--- src/rtl/nn_layer_engine.sv ---
// rtl/nn_layer_engine.sv - one layer pass: fetch image, then per neuron fetch coefficients, MAC, bias, ReLU, shift, saturate
`timescale 1ns/1ps
module nn_layer_engine #(
    parameter int IMBITS  = 6,
    parameter int CBITS   = 11,
    parameter int LBITS   = 2,
    parameter int NEURONS = 8,
    localparam int IW = (NEURONS > 1) ? $clog2(NEURONS) : 1
) (
    input  logic                  clk,
    input  logic                  reset,
    input  logic                  start,
    input  logic [LBITS-1:0]      layer_sel,
    output logic                  get_image,
    output logic                  get_coeffs,
    output logic [LBITS-1:0]      layer,
    input  logic                  busy,
    input  logic [IMBITS*8-1:0]   image_data,
    input  logic [CBITS*8-1:0]    coeff_data,
    output logic [7:0]            result_data,
    output logic [IW-1:0]         result_idx,
    output logic                  result_valid,
    output logic                  engine_busy,
    output logic                  done
);

    localparam int BW = (IMBITS > 1) ? $clog2(IMBITS) : 1;
    localparam int AW = 17 + $clog2(IMBITS);
    localparam int CW = (IMBITS + 2) * 8;

    typedef enum logic [3:0] {
        IDLE, REQ_IMG, WAIT_IMG, REQ_COEF, WAIT_COEF, MAC, FINISH, EMIT, DONE
    } state_t;

    state_t                  state, next_state;
    logic [IMBITS*8-1:0]     img_r;
    logic [CW-1:0]           coef_r;
    logic signed [AW-1:0]    acc;
    logic [BW-1:0]           byte_idx;
    logic [IW-1:0]           n_idx;
    logic                    seen_busy;

    logic [7:0]              img_byte, w_byte, bias;
    logic [3:0]              shift;
    logic signed [16:0]      prod;
    logic signed [AW-1:0]    prod_ext;
    logic [AW:0]             sum, relu, shifted;
    logic [7:0]              fin_value;
    logic                    mac_last, neuron_last, data_ready;
    logic                    unused_bits;

    assign img_byte    = img_r[8*byte_idx +: 8];
    assign w_byte      = coef_r[8*byte_idx +: 8];
    assign bias        = coef_r[IMBITS*8 +: 8];
    assign shift       = coef_r[(IMBITS+1)*8 +: 4];
    assign prod        = $signed({1'b0, img_byte}) * $signed(w_byte);
    assign prod_ext    = {{(AW-17){prod[16]}}, prod};
    assign mac_last    = (byte_idx == BW'(IMBITS - 1));
    assign neuron_last = (n_idx == IW'(NEURONS - 1));
    // Bus data is valid only on the first idle cycle after it has been seen busy.
    assign data_ready  = !busy && seen_busy;
    assign unused_bits = ^{coeff_data >> CW, coef_r[CW-4 +: 4]};

    // After ReLU the value is non-negative, so a logical shift matches the arithmetic one.
    assign sum       = {acc[AW-1], acc} + {{(AW-7){bias[7]}}, bias};
    assign relu      = sum[AW] ? '0 : sum;
    assign shifted   = relu >> shift;
    assign fin_value = (|shifted[AW:8]) ? 8'hFF : shifted[7:0];

    always_ff @(posedge clk or posedge reset) begin
        if (reset) state <= IDLE;
        else       state <= next_state;
    end

    always_comb begin
        next_state   = state;
        get_image    = 1'b0;
        get_coeffs   = 1'b0;
        result_valid = 1'b0;
        done         = 1'b0;
        engine_busy  = (state != IDLE);
        case (state)
            IDLE:      if (start) next_state = REQ_IMG;
            REQ_IMG:   if (!busy) begin
                           get_image  = 1'b1;
                           next_state = WAIT_IMG;
                       end
            WAIT_IMG:  if (data_ready) next_state = REQ_COEF;
            REQ_COEF:  if (!busy) begin
                           get_coeffs = 1'b1;
                           next_state = WAIT_COEF;
                       end
            WAIT_COEF: if (data_ready) next_state = MAC;
            MAC:       if (mac_last) next_state = FINISH;
            FINISH:    next_state = EMIT;
            EMIT: begin
                result_valid = 1'b1;
                next_state   = neuron_last ? DONE : REQ_COEF;
            end
            DONE: begin
                done       = 1'b1;
                next_state = IDLE;
            end
            default:   next_state = IDLE;
        endcase
    end

    always_ff @(posedge clk or posedge reset) begin
        if (reset) begin
            img_r       <= '0;
            coef_r      <= '0;
            acc         <= '0;
            byte_idx    <= '0;
            n_idx       <= '0;
            seen_busy   <= 1'b0;
            layer       <= '0;
            result_data <= '0;
            result_idx  <= '0;
        end else begin
            case (state)
                IDLE: if (start) begin
                    layer <= layer_sel;
                    n_idx <= '0;
                end
                REQ_IMG, REQ_COEF: if (!busy) seen_busy <= 1'b0;
                WAIT_IMG: begin
                    if (busy)            seen_busy <= 1'b1;
                    else if (seen_busy)  img_r     <= image_data;
                end
                WAIT_COEF: begin
                    if (busy) begin
                        seen_busy <= 1'b1;
                    end else if (seen_busy) begin
                        coef_r   <= coeff_data[CW-1:0];
                        acc      <= '0;
                        byte_idx <= '0;
                    end
                end
                MAC: begin
                    acc      <= acc + prod_ext;
                    byte_idx <= byte_idx + 1'b1;
                end
                FINISH: begin
                    result_data <= fin_value;
                    result_idx  <= n_idx;
                end
                EMIT: if (!neuron_last) n_idx <= n_idx + 1'b1;
                default: ;
            endcase
        end
    end

endmodule

--- config.mk ---
export PLATFORM = sky130hd
export DESIGN_NAME = nn_layer_engine
export DESIGN_NICKNAME = d
export VERILOG_FILES = /design/src/rtl/nn_layer_engine.sv
export SDC_FILE = /design/constraint.sdc
export NUM_CORES = 1
export LEC_CHECK = 0
export CAP_MARGIN = 40
export CORE_MARGIN = 2
export CORE_UTILIZATION = 30
export DETAILED_ROUTE_END_ITERATION = 16
export PLACE_DENSITY_LB_ADDON = 0.1
export SLEW_MARGIN = 5
export SYNTH_ARGS = -nofsm -noshare
export SYNTH_HDL_FRONTEND = slang
export SYNTH_SLANG_ARGS = --single-unit
export TNS_END_PERCENT = 30
--- constraint.sdc ---
create_clock -name clk -period 12.95 [get_ports clk]
set_input_delay 1.295 -clock clk [delete_from_list [all_inputs] [get_ports clk]]
set_output_delay 1.295 -clock clk [all_outputs]
set_load 0.02 [all_outputs]
==> impl_results.md <==
* Max Cap Viol at 0
* Die ar. at 40420 sq um
* Most frequent cells in the layout: nand2_1 (248), dfrtp_1 (155), clkdlybuf4s50_1 (135)
* Number of I/O port buffers at 135
* Placed cells at 1843
* Cell family with most CP delay: adder cells
* Antenna fix cells at 0
* Final period util at 56.68%
* R2R Setup Slk at 5.61 ns
* Final nets at 1622
* Mapped cell area at 11650 sq um
* Max-slew violation count at 0
* Rows at 72
* Synthesis-stage register bit count at 156
* Setup CP Type: reg2reg
* Worst-margin pin slew at 0.8209 ns
* FF-to-FF End: acc[18]$_DFFE_PP0P_
* DR DRC count at 0
* Mux cell area share after synthesis at 12.59%
* Hold crit path type: reg2reg
* R2R depth at 23
* CP bufs+invs at 3
* Hold-fix buffers, CTS at 0
* Initial antenna violation count at 0
* Post-DP HPWL at 23620 microns
* GR Overflow Total at 0
* # IOs at 160
* Number of nets with antenna violations after routing at 0
* Hold path depth at 2
* Root Driver: clkbuf_16
* CP peak stage delay at 0.59 ns
* Final setup fails at 0
* CP max-delay cell: mux4_2
* Worst path cell trace: buf_4, mux4_2, nand2_1, and2_1, inv_1, nand2_1, fa_1, fa_1, inv_1, fa_1, fa_1, fa_1, ha_1, o21ai_0, a21boi_0, o21ai_0, a21oi_1, o21ai_0, nand2b_1, a311oi_1, o41ai_1, xnor2_1, o21ai_0
* Worst-path fanout max at 36
* Post-Syn Instances at 1234
* Outcome: complete, no violations
* RR Startpoint: byte_idx[0]$_DFFE_PP0P_
* Commonest non-fill, non-tap cell in the layout: nand2_1
* GRT Total Usage at 15.80%
* Die height at 201.0 microns
* First-pass GRT wire length at 50940 microns
* CTS Buf Count at 17
* FF/Latch Area at 3905 sq um
* Routed WL per cell at 16.57 microns
* Synth Area in Adders at 17.96%
* Routability cong. at 0.8073
* Async set or reset register ratio after synthesis at 100.0%
* Die width at 201.0 microns
* Worst Hold Launch: coef_r[26]$_DFFE_PP0P_
* Number of global-route vias before repair at 9319
* Clock sink count at 156
* Design area at 14170 sq um
* Clock Latency Late Sink at 0.45 ns
* Area Growth Syn to Fin at 21.70%
* Ys flop type: dfrtp_1
* Main combinational cell family by area after synthesis: adder cells
* Synth Warn # at 0
* WL final at 31070 microns
* Critical path required time at 13.27 ns
* Minimum clock period at 7.340 ns
* Compound-Gate Fraction of Synth Area at 11.86%
* Distinct cell type count after synthesis at 75
* Maximum root-to-sink buffer count at 2
* Post-synthesis area per instance at 9.439 sq um
* Cell Count, Final, Fillers Out at 1875
* Final hold violations at 0
* Layout cell share with drive strength beyond 1 at 11.57%
* DR iter-0 viols at 355
* Final Skew at 0.009340 ns
* Largest net degree at the start of global routing at 75
* Cell mode on critical path: fa_1
* WHS Endpoint: coef_r[26]$_DFFE_PP0P_
* CTS tree: yes
* Fill cells at 4016
* RSZ-0062 raised after global routing: false
* Core area at 38470 sq um
* Startpoint Class: flop
* CP endpoint kind: flop
* Area occupied by multi-input gates at 7174 sq um
* EDFF count, synth at 0
* Number of iterations in the first detailed-routing pass at 5
* Vias per inst at 4.889
* Worst-path clk slew at 0.07 ns
* Vias at 9167
* Max frequency at 136.2 MHz
* Initial Util at 30.28%
* Setup tns final at 0 ns
* Worst endpoint data arrival time at 7.66 ns
* Post-CTS Setup Bufs at 0
* XOR/XNOR Fraction of Synth Area at 2.256%
* Simple-Gate Fraction of Synth Area at 16.92%
* Post-CTS sizing at 0
* Cell Area, Placed at 13540 sq um
* Slew HR at 43.71%
* Sequential area share after synthesis at 33.52%
* H-tree levels at 4
* Net Count, Synth at 1512
[worst max path at each step]
stage	slack (ns)	start	cells after the start	end
after detailed placement	5.45	byte_idx[0]$_DFFE_PP0P_	23	acc[18]$_DFFE_PP0P_
after floorplan	5.97	byte_idx[0]$_DFFE_PP0P_	24	acc[18]$_DFFE_PP0P_
after global routing	5.02	byte_idx[0]$_DFFE_PP0P_	23	acc[18]$_DFFE_PP0P_
final	5.61	byte_idx[0]$_DFFE_PP0P_	23	acc[18]$_DFFE_PP0P_
after global placement	5.40	byte_idx[0]$_DFFE_PP0P_	21	acc[18]$_DFFE_PP0P_
after CTS	5.45	byte_idx[0]$_DFFE_PP0P_	23	acc[18]$_DFFE_PP0P_
[logic make-up after synthesis]
logic type / count (synthesis)
and+or+nand+nor: 447
AOI/OAI and AO/OA: 210
DFF: 156
buffers and inverters: 147
adders and majority gates: 136
muxes: 108
xor gates and xnor gates: 30
[metal layers]
| layer | part of all wire (%) | vias to the layer above | wire [microns] | track usage (%) |
|---|---|---|---|---|
| met5 | 0 | - | 0 | 0 |
| met4 | 0.94 | 0 | 293 | 3.545 |
| met3 | 4.0 | 20 | 1235 | 3.068 |
| met2 | 46 | 158 | 14280 | 25.01 |
| met1 | 49 | 4507 | 15270 | 22.32 |
| li1 | - | 4482 | - | - |
[registers in the layout (all words and copies together) (netlist names), 3 cells and up]
register	count
result_idx	3
img_r	48
state	4
byte_idx	3
n_idx	3
acc	20
result_data	8
coef_r	64
[through the flow]
stage	hold WS [ns]	util (%)	setup slack, ns
floorplan	0.4334	-	5.967
global placement	0.4470	35.10	5.397
detailed placement	0.4507	35.21	5.449
CTS	0.4666	36.85	5.454
global route	0.4827	36.85	5.017
finish	0.4654	36.85	5.610
[synth_stat cells (20+ instances only)]
master / number / area share, %
nand2_1: 248 / 8.0
dfrtp_1: 156 / 34
inv_1: 87 / 2.8
ha_1: 84 / 9.0
nor2_1: 81 / 2.6
mux2_2: 58 / 5.6
fa_1: 52 / 8.9
o21ai_0: 49 / 2.1
a21oi_1: 48 / 2.1
clkbuf_1: 44 / 1.4
nand3_1: 26 / 1.1
mux2i_1: 25 / 2.1
mux4_2: 25 / 4.8
xnor2_1: 20 / 1.5
[area by class of cell]
cell class	instances	area share, %
tap	518	4.572
inverter	89	2.392
clock buffer	17	3.001
multi-input combinational	931	50.61
clock inverter	15	1.456
timing repair buffer	149	10.42
sequential	156	27.55
[tightest hold or removal path: stages, from the launching register on]
cell and delay, ns:
dfrtp_1 0.34, nand2_1 0.05, nand2_1 0.05
Power is left out: the tool's default activity adds up to more than one toggle a clock period on the data nets, which glitch-free logic cannot reach.
